[src/rtl/rf_param.sv]
// rf_param: parameterised register file for the ID stage.
//   DEPTH = 2**ADDR_W entries of DATA_W bits, NREAD asynchronous read ports,
//   optional hardwired zero register, same-cycle write-to-read forwarding,
//   a debug tap on one fixed entry, and a clear engine that zeroes every
//   entry after reset (Busy high while it runs).
// Ports:
//   clk        clock, all state on rising edge
//   Reset      synchronous active-high reset
//   ReadReg    NREAD packed read indices, port i at [i*ADDR_W +: ADDR_W]
//   ReadData   NREAD packed read data,    port i at [i*DATA_W +: DATA_W]
//   WriteReg   write index
//   WriteData  write data
//   RegWrite   write enable (ignored while Busy)
//   Busy       clear engine running
//   Tap        contents of entry TAP_IDX, same masking/forwarding as reads

// One read lane: zero-register mask, then forwarding, then array data.
module rf_param_rport #(
  parameter int DATA_W    = 64,
  parameter int ADDR_W    = 5,
  parameter int ZERO_EN   = 1,
  parameter int ZERO_IDX  = 31,
  parameter int BYPASS_EN = 1
) (
  input  logic              busy_i,
  input  logic [ADDR_W-1:0] ridx_i,
  input  logic [DATA_W-1:0] rarr_i,
  input  logic              we_i,
  input  logic [ADDR_W-1:0] widx_i,
  input  logic [DATA_W-1:0] wdata_i,
  output logic [DATA_W-1:0] rdata_o
);
  localparam logic [ADDR_W-1:0] ZIDX = ADDR_W'(ZERO_IDX);

  always_comb begin
    rdata_o = rarr_i;
    if (busy_i)
      rdata_o = '0;
    else if (ZERO_EN != 0 && ridx_i == ZIDX)
      rdata_o = '0;
    // A zero-register write never reaches here when ZERO_EN is set: the
    // reader of that index is already masked by the branch above.
    else if (BYPASS_EN != 0 && we_i && widx_i == ridx_i)
      rdata_o = wdata_i;
  end
endmodule

module rf_param #(
  parameter int DATA_W    = 64,
  parameter int ADDR_W    = 5,
  parameter int NREAD     = 2,
  parameter int ZERO_EN   = 1,
  parameter int ZERO_IDX  = 31,
  parameter int BYPASS_EN = 1,
  parameter int TAP_IDX   = 20
) (
  input  logic                    clk,
  input  logic                    Reset,
  input  logic [NREAD*ADDR_W-1:0] ReadReg,
  output logic [NREAD*DATA_W-1:0] ReadData,
  input  logic [ADDR_W-1:0]       WriteReg,
  input  logic [DATA_W-1:0]       WriteData,
  input  logic                    RegWrite,
  output logic                    Busy,
  output logic [DATA_W-1:0]       Tap
);
  localparam int DEPTH = 1 << ADDR_W;
  localparam logic [ADDR_W-1:0] ZIDX = ADDR_W'(ZERO_IDX);
  localparam logic [ADDR_W-1:0] TIDX = ADDR_W'(TAP_IDX);
  localparam logic [ADDR_W:0]   LAST = (ADDR_W+1)'(DEPTH-1);

  localparam logic [0:0] S_CLEAR = 1'b0;
  localparam logic [0:0] S_RUN   = 1'b1;

  logic [0:0]        state_q, state_d;
  logic [ADDR_W:0]   cnt_q, cnt_d;
  logic [DATA_W-1:0] mem_q [DEPTH];
  logic              wr_en;
  logic              fwd_we;

  assign Busy  = (state_q == S_CLEAR);
  assign wr_en = !Busy && RegWrite && !(ZERO_EN != 0 && WriteReg == ZIDX);
  assign fwd_we = !Busy && RegWrite;

  always_comb begin
    state_d = state_q;
    cnt_d   = cnt_q;
    if (state_q == S_CLEAR) begin
      cnt_d = cnt_q + 1'b1;
      if (cnt_q == LAST) state_d = S_RUN;
    end
  end

  // Reset also zeroes entry 0 so that a held reset leaves the engine
  // consistent with having cleared index cnt=0 on every edge.
  always_ff @(posedge clk) begin
    if (Reset) begin
      state_q  <= S_CLEAR;
      cnt_q    <= '0;
      mem_q[0] <= '0;
    end else begin
      state_q <= state_d;
      cnt_q   <= cnt_d;
      if (state_q == S_CLEAR)
        mem_q[cnt_q[ADDR_W-1:0]] <= '0;
      else if (wr_en)
        mem_q[WriteReg] <= WriteData;
    end
  end

  for (genvar g = 0; g < NREAD; g++) begin : g_rd
    rf_param_rport #(
      .DATA_W(DATA_W), .ADDR_W(ADDR_W), .ZERO_EN(ZERO_EN),
      .ZERO_IDX(ZERO_IDX), .BYPASS_EN(BYPASS_EN)
    ) u_rp (
      .busy_i (Busy),
      .ridx_i (ReadReg[g*ADDR_W +: ADDR_W]),
      .rarr_i (mem_q[ReadReg[g*ADDR_W +: ADDR_W]]),
      .we_i   (fwd_we),
      .widx_i (WriteReg),
      .wdata_i(WriteData),
      .rdata_o(ReadData[g*DATA_W +: DATA_W])
    );
  end

  rf_param_rport #(
    .DATA_W(DATA_W), .ADDR_W(ADDR_W), .ZERO_EN(ZERO_EN),
    .ZERO_IDX(ZERO_IDX), .BYPASS_EN(BYPASS_EN)
  ) u_tap (
    .busy_i (Busy),
    .ridx_i (TIDX),
    .rarr_i (mem_q[TIDX]),
    .we_i   (fwd_we),
    .widx_i (WriteReg),
    .wdata_i(WriteData),
    .rdata_o(Tap)
  );
endmodule

[config.mk]
export PLATFORM = sky130hd
export DESIGN_NAME = rf_param
export DESIGN_NICKNAME = d
export VERILOG_FILES = /design/src/rtl/rf_param.sv
export SDC_FILE = /design/constraint.sdc
export NUM_CORES = 2
export LEC_CHECK = 0
export ABC_AREA = 1
export CAP_MARGIN = 20
export CELL_PAD_IN_SITES_DETAIL_PLACEMENT = 0
export CELL_PAD_IN_SITES_GLOBAL_PLACEMENT = 2
export CORE_MARGIN = 3
export CORE_UTILIZATION = 39
export CTS_CLUSTER_SIZE = 24
export DETAILED_ROUTE_END_ITERATION = 6
export PLACE_DENSITY = 0.8
export SLEW_MARGIN = 20
export SYNTH_ARGS = -nofsm -noshare
export SYNTH_HDL_FRONTEND = slang
export SYNTH_SLANG_ARGS = --single-unit
[constraint.sdc]
create_clock -name clk -period 5.5 [get_ports clk]
set_input_delay 0.55 -clock clk [delete_from_list [all_inputs] [get_ports clk]]
set_output_delay 0.55 -clock clk [all_outputs]
set_load 0.01 [all_outputs]
==> flow_summary.toml <==
[worst_setup_path]
crit_path_end_kind = "output port"
r2r_cells = 8
arrival_ps = 4270
crit_type = "input pin to output port"
worst_r2r_endpoint = "mem_q[12][30]$_DFFE_PP_"
cp.required_ps = 4950
r2r_slack_ps = 1900
reg2reg_from = "state_q$_SDFF_PP0_"
cp_max_fo = 35
start_kind = "input pin"

[grt]
grtUsageMet1 = 0.409
grt_use_met2 = 0.496
grtUsageMet3 = 0.0400
busiest_layer = "met2"
track_usage = 0.302
grt_pass1_wl_microns = 635000
grt_pass1_vias = 90295
grt-ovfl-total = 0
antenna_found_initial = 9
grt_max_degree = 168

[cells_and_area]
layout-drive-gt1-share = 0.0510
nets = 13154
final_cells = 16969
postLayoutCoreUtil = 0.445
synthToLayoutAreaGrowth_pct = 13.3

[clock_tree]
root_buffer = "clkbuf_16"
cts_setup_buffers = 0
cts_tree = "yes"
clkTransAtPathRegs_ps = 60
htreeDepth = 4
cts_sinks = 2055
hold_buffers = 0
clockBufferDepth = 3
ctsResizeCount = 0
cts_buffers = 232
clk_latency_ps = 890

[logic_synthesis]
synth_ff_type = "edfxtp_1"
synth-seq-cells = 2055
syn_avg_cell_area_sq_um = 8.28
synthTopCellsByArea = "edfxtp_1, nand2_1, nand3_1"
synth_edf_count = 2048
ys_seq_area_frac = 0.567
synth_most_common_cell = "nand2_1"
syn_nets = 13220
synthCells = 13137
yosys.area.top_type = "edfxtp_1"
yosysTopAreaCellShare = 0.566
syn_area_sq_um = 109000
async_reset_ff_frac = 0
synth-warning-count = 0
yosys-top-cells-count = "nand2_1, edfxtp_1, nand3_1"
ys_types = 33

[routing]
wl_per_cell_microns = 26.2
first_iter_violations = 10309
antenna_left = 0
vias = 94917
vias_per_cell = 5.59
finalWirelength_microns = 444000
drt_first_pass_iters = 6
drc = 0

[min_path]
min_from = "Reset"
min_path_cells = 2
hp-class = "input pin to flop"
holdPathEnd = "cnt_q[4]$_SDFFE_PP0N_"

[timing]
setup_viol = 0
skew_ps = 28.3
fmax_mhz = 207
hold_ws_ps = 509
slew_viol_final = 0
slew_headroom = 0.290
rsz0062_at_grt = "false"
fin_setup_tns_ps = 0
tightest_slew_ps = 1070
worst_slack_ps = 675
period_needed_ps = 4820
final_hold_viol_count = 0
fin_crit_sh = 0.877

[floorplanning]
die_x_microns = 534
dieArea_sq_um = 285000
initial_core_util = 0.393
coreArea_sq_um = 277000
io_pins = 275
rows = 193
die_h_microns = 534

[placement]
dp_worst_setup_slack_ps = 796
port_buffers = 274
hpwl_microns = 228000
gp_congestion = 0.831
placedCellCount = 16541

[outcome]
status = "completed"

[power]
power_leakage_nw = 50.9
power.density_nw_per_um2 = 292
ir_worst_vdd_v = 0.000368

[job]
max-cap-violations = 0
-- cells in the final DEF (no fill, tap or decap), types with 69 or more instances in the layout --
cell type and n:
buf_4 202, nor2_1 1093, edfxtp_1 2048, clkbuf_16 235
nand2_1 4904, a21oi_1 475, o21ai_0 243, inv_1 1090
clkinv_1 69, o211ai_1 238, buf_12 112, clkdlybuf4s50_1 266
nand3_1 2025
-- flip-flops by register name, indices dropped and copies added, names as in the netlist --
signal   flops
mem_q     2048
state_q      1
cnt_q        6
-- kinds of logic (layout without fill, tap and decap cells) --
kind of cell / after synthesis / count (layout) / synth area share
flops: 2055 / 2055 / 0.567
fa+ha+maj: 1 / 1 / 0.000115
other cells: 0 / 1 / 0
compound gates: 1016 / 1016 / 0.0526
xor+xnor: 3 / 3 / 0.000242
simple gates: 8070 / 8070 / 0.302
buf+inv: 1992 / 2118 / 0.0780
-- routing by layer --
metal / routed length [microns] / up-vias
li1: - / 43047
met1: 188000 / 46658
met2: 205000 / 4382
met3: 34100 / 826
met4: 17000 / 4
met5: 23 / -
-- report_power, final --
part	leakage (nW)	internal [W]	total, W	switching, W
Sequential	15.9	0.0171	0.0171	0.0000353
Combinational	31.5	0.000909	0.00351	0.00260
Clock	3.54	0.00863	0.0153	0.00670
Total	50.9	0.0266	0.0360	0.00933
-- worst max-delay path by stage --
stage | from | to | cells past startpoint
after floorplan | RegWrite | mem_q[10][0]$_DFFE_PP_ | 6
after global placement | ReadReg[2] | ReadData[33] | 10
after detailed placement | ReadReg[2] | ReadData[28] | 10
after CTS | state_q$_SDFF_PP0_ | ReadData[99] | 8
after global routing | ReadReg[2] | ReadData[35] | 10
final | ReadReg[2] | ReadData[31] | 10
-- layout make-up --
class                   count  area (sq um)
multi-input cells        9090         38900
clock inverters           133          1170
clock buffers             293          6100
inverters                1105          4240
diodes                      1          2.50
repair buffers            587          6540
fillers                 26700        154000
flip-flops and latches   2055         61600
well taps                3705          4640
-- through the flow --
stage | instance area (sq um) | total power, W
2_1_floorplan | 109000 | 0.0196
3_5_place_dp | 116000 | 0.0209
5_1_grt | 123000 | 0.0371
3_3_place_gp | 116000 | 0.0209
4_1_cts | 123000 | 0.0362
6_report | 123000 | 0.0360
-- worst max-delay path, stage by stage --
cell	delay (ps)
clkdlybuf4s50_1	900
nand2_1	270
inv_8	350
nand4_1	140
nand2_1	160
clkinv_2	550
buf_12	420
o21ai_0	180
a21oi_1	60
clkdlybuf4s50_1	510
Note: power is estimated with default switching activity, not from simulation.
